`src/rtl/seg_scan_driver.sv`:
```
// seg_scan_driver: time-multiplexed eight-digit scan driver with per-frame snapshot and anode blanking
//   clk, rst      : clock, asynchronous active-high reset
//   seg_in[63:0]  : segment bytes, digit i = seg_in[8i+7:8i]
//   en_in[7:0]    : per-digit enable
//   seg_data[7:0] : shared segment bus, active-high, 00 when blank
//   an[7:0]       : digit anodes, active-low
//   frame_start   : one-cycle pulse in the first cycle of slot 0
module seg_scan_driver #(
  parameter int SCAN_DIV = 100000,
  parameter int BLANK_CYCLES = 16
) (
  input  logic        clk,
  input  logic        rst,
  input  logic [63:0] seg_in,
  input  logic [7:0]  en_in,
  output logic [7:0]  seg_data,
  output logic [7:0]  an,
  output logic        frame_start
);
  localparam int CW = $clog2(SCAN_DIV);
  localparam logic [CW-1:0] LAST = CW'(SCAN_DIV - 1);
  localparam logic [CW-1:0] BLANK = CW'(BLANK_CYCLES);
  logic [CW-1:0] cnt_q, cnt_d;
  logic [2:0] d_q, d_d;
  logic [63:0] seg_f_q, seg_f_d;
  logic [7:0] en_f_q, en_f_d, an_d, seg_data_d;
  logic frame_start_d, wrap, show;
  // outputs decode the next state so they switch on the same edge as cnt/d
  always_comb begin
    wrap = cnt_q == LAST;
    cnt_d = wrap ? '0 : cnt_q + 1'b1;
    d_d = wrap ? d_q + 3'd1 : d_q;
    seg_f_d = (wrap && d_q == 3'd7) ? seg_in : seg_f_q;
    en_f_d = (wrap && d_q == 3'd7) ? en_in : en_f_q;
    show = cnt_d >= BLANK && en_f_d[d_d];
    an_d = show ? ~(8'd1 << d_d) : 8'hFF;
    seg_data_d = show ? seg_f_d[{d_d, 3'b000} +: 8] : 8'h00;
    frame_start_d = cnt_d == '0 && d_d == 3'd0;
  end
  always_ff @(posedge clk or posedge rst) begin
    if (rst) begin
      cnt_q <= LAST;
      d_q <= 3'd7;
      seg_f_q <= '0;
      en_f_q <= '0;
      an <= 8'hFF;
      seg_data <= 8'h00;
      frame_start <= 1'b0;
    end else begin
      cnt_q <= cnt_d;
      d_q <= d_d;
      seg_f_q <= seg_f_d;
      en_f_q <= en_f_d;
      an <= an_d;
      seg_data <= seg_data_d;
      frame_start <= frame_start_d;
    end
  end
endmodule

```
`config.mk`:
```
export PLATFORM = sky130hd
export DESIGN_NAME = seg_scan_driver
export DESIGN_NICKNAME = d
export VERILOG_FILES = /design/src/rtl/seg_scan_driver.sv
export SDC_FILE = /design/constraint.sdc
export NUM_CORES = 1
export LEC_CHECK = 0
export CORE_UTILIZATION = 48
export DETAILED_ROUTE_END_ITERATION = 10
export GPL_ROUTABILITY_DRIVEN = 0
export MAX_ROUTING_LAYER = met4
export PLACE_DENSITY = 0.79
export SLEW_MARGIN = 25
export SYNTH_ARGS = -nofsm -noshare
export SYNTH_HDL_FRONTEND = slang
export SYNTH_SLANG_ARGS = --single-unit
export TNS_END_PERCENT = 30
```
`constraint.sdc`:
```
create_clock -name clk -period 3.09 [get_ports clk]
set_input_delay 0.309 -clock clk [delete_from_list [all_inputs] [get_ports clk]]
set_output_delay 0.309 -clock clk [all_outputs]
set_load 0.05 [all_outputs]
```
==> results.ini <==
[outcome]
run_status = finished clean

[final_layout]
num_antenna_cells = 0
synthToLayoutAreaGrowth_pct = 24.1
nFillCells = 844
finalNetCount = 615
layoutNonFillerInstCount = 679
finish.instance_area_mm2 = 0.00657
share_of_layout_cells_above_drive_strength_1 = 0.227

[power_and_ir_drop]
fin_total_pwr_uw = 2490
vdd_drop_max_mv = 0.294
leakage_uw = 0.00285
cellPowerDensity_mw_per_mm2 = 378

[global_route]
overflow = 0
grt_max_degree = 110
grt.total_usage = 0.232
wire_length_of_the_first_global_routing_pass_um = 20100
antenna_found_initial = 0
vias_in_the_first_global_route = 3940

[placed_design]
port_buffers = 90
place_inst = 663
estimated_wirelength_of_the_detail_placed_design_um = 8530
placed_cell_area_mm2 = 0.00636

[sta]
setup_total_negative_slack_ns = 0
max_slew.worst_pin.slew_ns = 0.583
slew-limit-headroom = 0.610
whs_ns = 0.449
timing.final.setup_violations = 0
hold_viol = 0
worst_clock_skew_ns = 0.0159
finalWorstPathRequiredPeriod_ns = 2.91
max_freq_mhz = 343
rsz0062_at_grt = no
layout_worst_path_cycle_share = 0.943
max_slew_violation_total_from_the_final_report = 0

[clock_network]
clock_sinks = 109
library_cell_used_as_clock_root_buffer = sky130_fd_sc_hd__clkbuf_8
cts_buffers = 9
clock_tree.htree_level_count = 3
clockBufferDepth = 2
insertion_delay_ns = 0.37
post_cts.repair.setup_buffers = 0
tritoncts = yes
cts-resized-gates = 0
clk_transition_reported_paths_ns = 0.10
holdBufCountCts = 0

[detailed_routing]
drt_wl_total_um = 12100
vias = 3901
drt_first_iter_violations = 258
drc_errors = 0
detail_route.vias_per_cell = 5.75
postRouteAntennaNets = 0
wl_per_cell_um = 17.8
first_drt_pass_iteration_count = 5

[floorplan]
initial_core_util = 0.504
num_rows = 37
die_w_um = 107
area_of_the_die_mm2 = 0.0115
die_span_in_y_um = 107
boundaryPins = 91
core_area_mm2 = 0.0105

[synthesis]
synth_enable_flop_cells = 0
yosys_warnings = 0
synth.net_count = 531
synth.ff_latch_count = 109
synth-seq-area-share = 0.520
fraction_of_registers_with_async_set_reset = 1.00
yosys_most_used_dff = sky130_fd_sc_hd__dfrtp_1
number_of_unique_standard_cell_types_used_by_synthesis = 53
synth_area_per_cell_um2 = 11.7
mappedNetlistArea_mm2 = 0.00530
syn_inst = 454

[setup_path]
timing.critical_path.required_ns = 3.34
endpoint_kind = flop
timing.setup.critical_path_class = flop to flop
worst-path-max-fanout = 29
worst_ep_arrival_time_ns = 3.16
worstSetupStartpointType = flop
rr_worst_depth = 8

[flow_run]
cap_viol_max_count = 0

[min_path]
hold_class = input pin to asynchronous set/reset pin

per-stage QoR:
stage	setup WS (ns)	utilization
after global placement	0.343	0.605
final	0.177	0.625
after detailed placement	0.245	0.605
after floorplan	0.447	-
after CTS	0.208	0.625
after global routing	0.0256	0.625
metal layers:
layer	vias up	wire length, um	global-route usage
met3	19	596	0.0298
met1	1950	5430	0.314
met4	0	208	0.0675
met2	143	5870	0.370
li1	1789	-	-
met5	-	0	-
Yosys cell counts, types with 2 or more instances:
| cell type | n | area [um^2] |
|---|---|---|
| sky130_fd_sc_hd__dfrtp_1 | 88 | 2200 |
| sky130_fd_sc_hd__nand2_1 | 80 | 300 |
| sky130_fd_sc_hd__mux2_2 | 53 | 597 |
| sky130_fd_sc_hd__dfstp_2 | 21 | 552 |
| sky130_fd_sc_hd__nand3_1 | 21 | 105 |
| sky130_fd_sc_hd__buf_2 | 15 | 75.1 |
| sky130_fd_sc_hd__nor2_1 | 14 | 52.6 |
| sky130_fd_sc_hd__mux2i_1 | 12 | 120 |
| sky130_fd_sc_hd__xnor2_1 | 10 | 87.6 |
| sky130_fd_sc_hd__a211o_1 | 8 | 70.1 |
| sky130_fd_sc_hd__clkbuf_1 | 8 | 30.0 |
| sky130_fd_sc_hd__nand4_1 | 8 | 50.1 |
| sky130_fd_sc_hd__o32ai_1 | 8 | 70.1 |
| sky130_fd_sc_hd__xor2_1 | 8 | 70.1 |
| sky130_fd_sc_hd__and4_1 | 7 | 61.3 |
| sky130_fd_sc_hd__a21boi_1 | 6 | 45.0 |
| sky130_fd_sc_hd__and2_1 | 6 | 37.5 |
| sky130_fd_sc_hd__buf_6 | 6 | 67.6 |
| sky130_fd_sc_hd__mux4_2 | 6 | 135 |
| sky130_fd_sc_hd__mux2_1 | 5 | 56.3 |
| sky130_fd_sc_hd__a22oi_1 | 4 | 30.0 |
| sky130_fd_sc_hd__a32oi_1 | 4 | 35.0 |
| sky130_fd_sc_hd__o31ai_1 | 4 | 30.0 |
| sky130_fd_sc_hd__ha_1 | 3 | 37.5 |
| sky130_fd_sc_hd__inv_1 | 3 | 11.3 |
| sky130_fd_sc_hd__nor2b_1 | 3 | 18.8 |
| sky130_fd_sc_hd__nor4_1 | 3 | 18.8 |
| sky130_fd_sc_hd__o21ai_0 | 3 | 15.0 |
| sky130_fd_sc_hd__a211oi_1 | 2 | 15.0 |
| sky130_fd_sc_hd__a21boi_2 | 2 | 22.5 |
| sky130_fd_sc_hd__a21oi_1 | 2 | 10.0 |
| sky130_fd_sc_hd__a221oi_1 | 2 | 17.5 |
| sky130_fd_sc_hd__a31oi_1 | 2 | 12.5 |
| sky130_fd_sc_hd__and3_1 | 2 | 12.5 |
| sky130_fd_sc_hd__and4bb_2 | 2 | 25.0 |
| sky130_fd_sc_hd__buf_1 | 2 | 7.51 |
| sky130_fd_sc_hd__mux2_4 | 2 | 30.0 |
| sky130_fd_sc_hd__nand3b_1 | 2 | 15.0 |
| sky130_fd_sc_hd__nor3_1 | 2 | 10.0 |
| sky130_fd_sc_hd__or3_1 | 2 | 12.5 |
layout by cell type (no fill, tap or decap), drive strengths merged, types with 12 or more instances in the layout:
master and count:
clkdlybuf4s50 90, nand2 80, dfrtp 88, mux2 60
nand3 21, mux2i 12, dfstp 21, nor2 14
buf 14
report_power, final:
part / switching, uW / total (uW) / internal [uW] / leakage (uW)
clock network: 500 / 914 / 414 / 0.000111
logic: 52.4 / 141 / 88.7 / 0.00141
registers: 0.834 / 1430 / 1430 / 0.00133
cell type report:
type	count	area (um^2)	area share
clock buffers	10	138	0.0209
clock inverters	6	75.1	0.0114
inverters	4	18.8	0.00286
multi-input cells	310	2360	0.359
flip-flops and latches	109	2750	0.419
well taps	136	170	0.0259
repair buffers	104	1060	0.161
final timing paths:
check / slack [ns] / start / endpoint
worst max-delay path: 0.18 / cnt_q[0]$_DFF_PP1_ / seg_data[4]$_DFF_PP0_
worst min-delay path: 0.45 / rst / seg_f_q[25]$_DFF_PP0_
worst max register to register: 0.18 / cnt_q[0]$_DFF_PP1_ / seg_data[4]$_DFF_PP0_
worst min register to register: 0.49 / seg_f_q[5]$_DFF_PP0_ / seg_f_q[5]$_DFF_PP0_
max in group asynchronous: 2.23 / rst / d_q[2]$_DFF_PP1_
min in group clk: 0.49 / seg_f_q[5]$_DFF_PP0_ / seg_f_q[5]$_DFF_PP0_
registers in the layout, summed over array words and instances, names as in the netlist:
name         count
cnt_q           17
an               8
seg_f_q         64
en_f_q           8
d_q              3
frame_start      1
seg_data         8
worst max-delay path, stage by stage (launching register included):
cell	delay, ns
sky130_fd_sc_hd__dfstp_2	0.57
sky130_fd_sc_hd__ha_1	0.22
sky130_fd_sc_hd__and4_1	0.38
sky130_fd_sc_hd__nand4_2	0.29
sky130_fd_sc_hd__mux2i_4	0.27
sky130_fd_sc_hd__buf_4	0.38
sky130_fd_sc_hd__mux4_2	0.36
sky130_fd_sc_hd__a22oi_1	0.23
sky130_fd_sc_hd__a21boi_1	0.10
cell families after synthesis:
group           count (synthesis)  share of synthesized area
flops                         109                      0.520
mux                            78                      0.177
simple gates                  159                      0.151
xor+xnor                       18                     0.0298
compound gates                 52                     0.0775
buf+inv                        35                     0.0369
fa+ha+maj                       3                    0.00709
No activity file was read; power rests on OpenSTA's default activity.
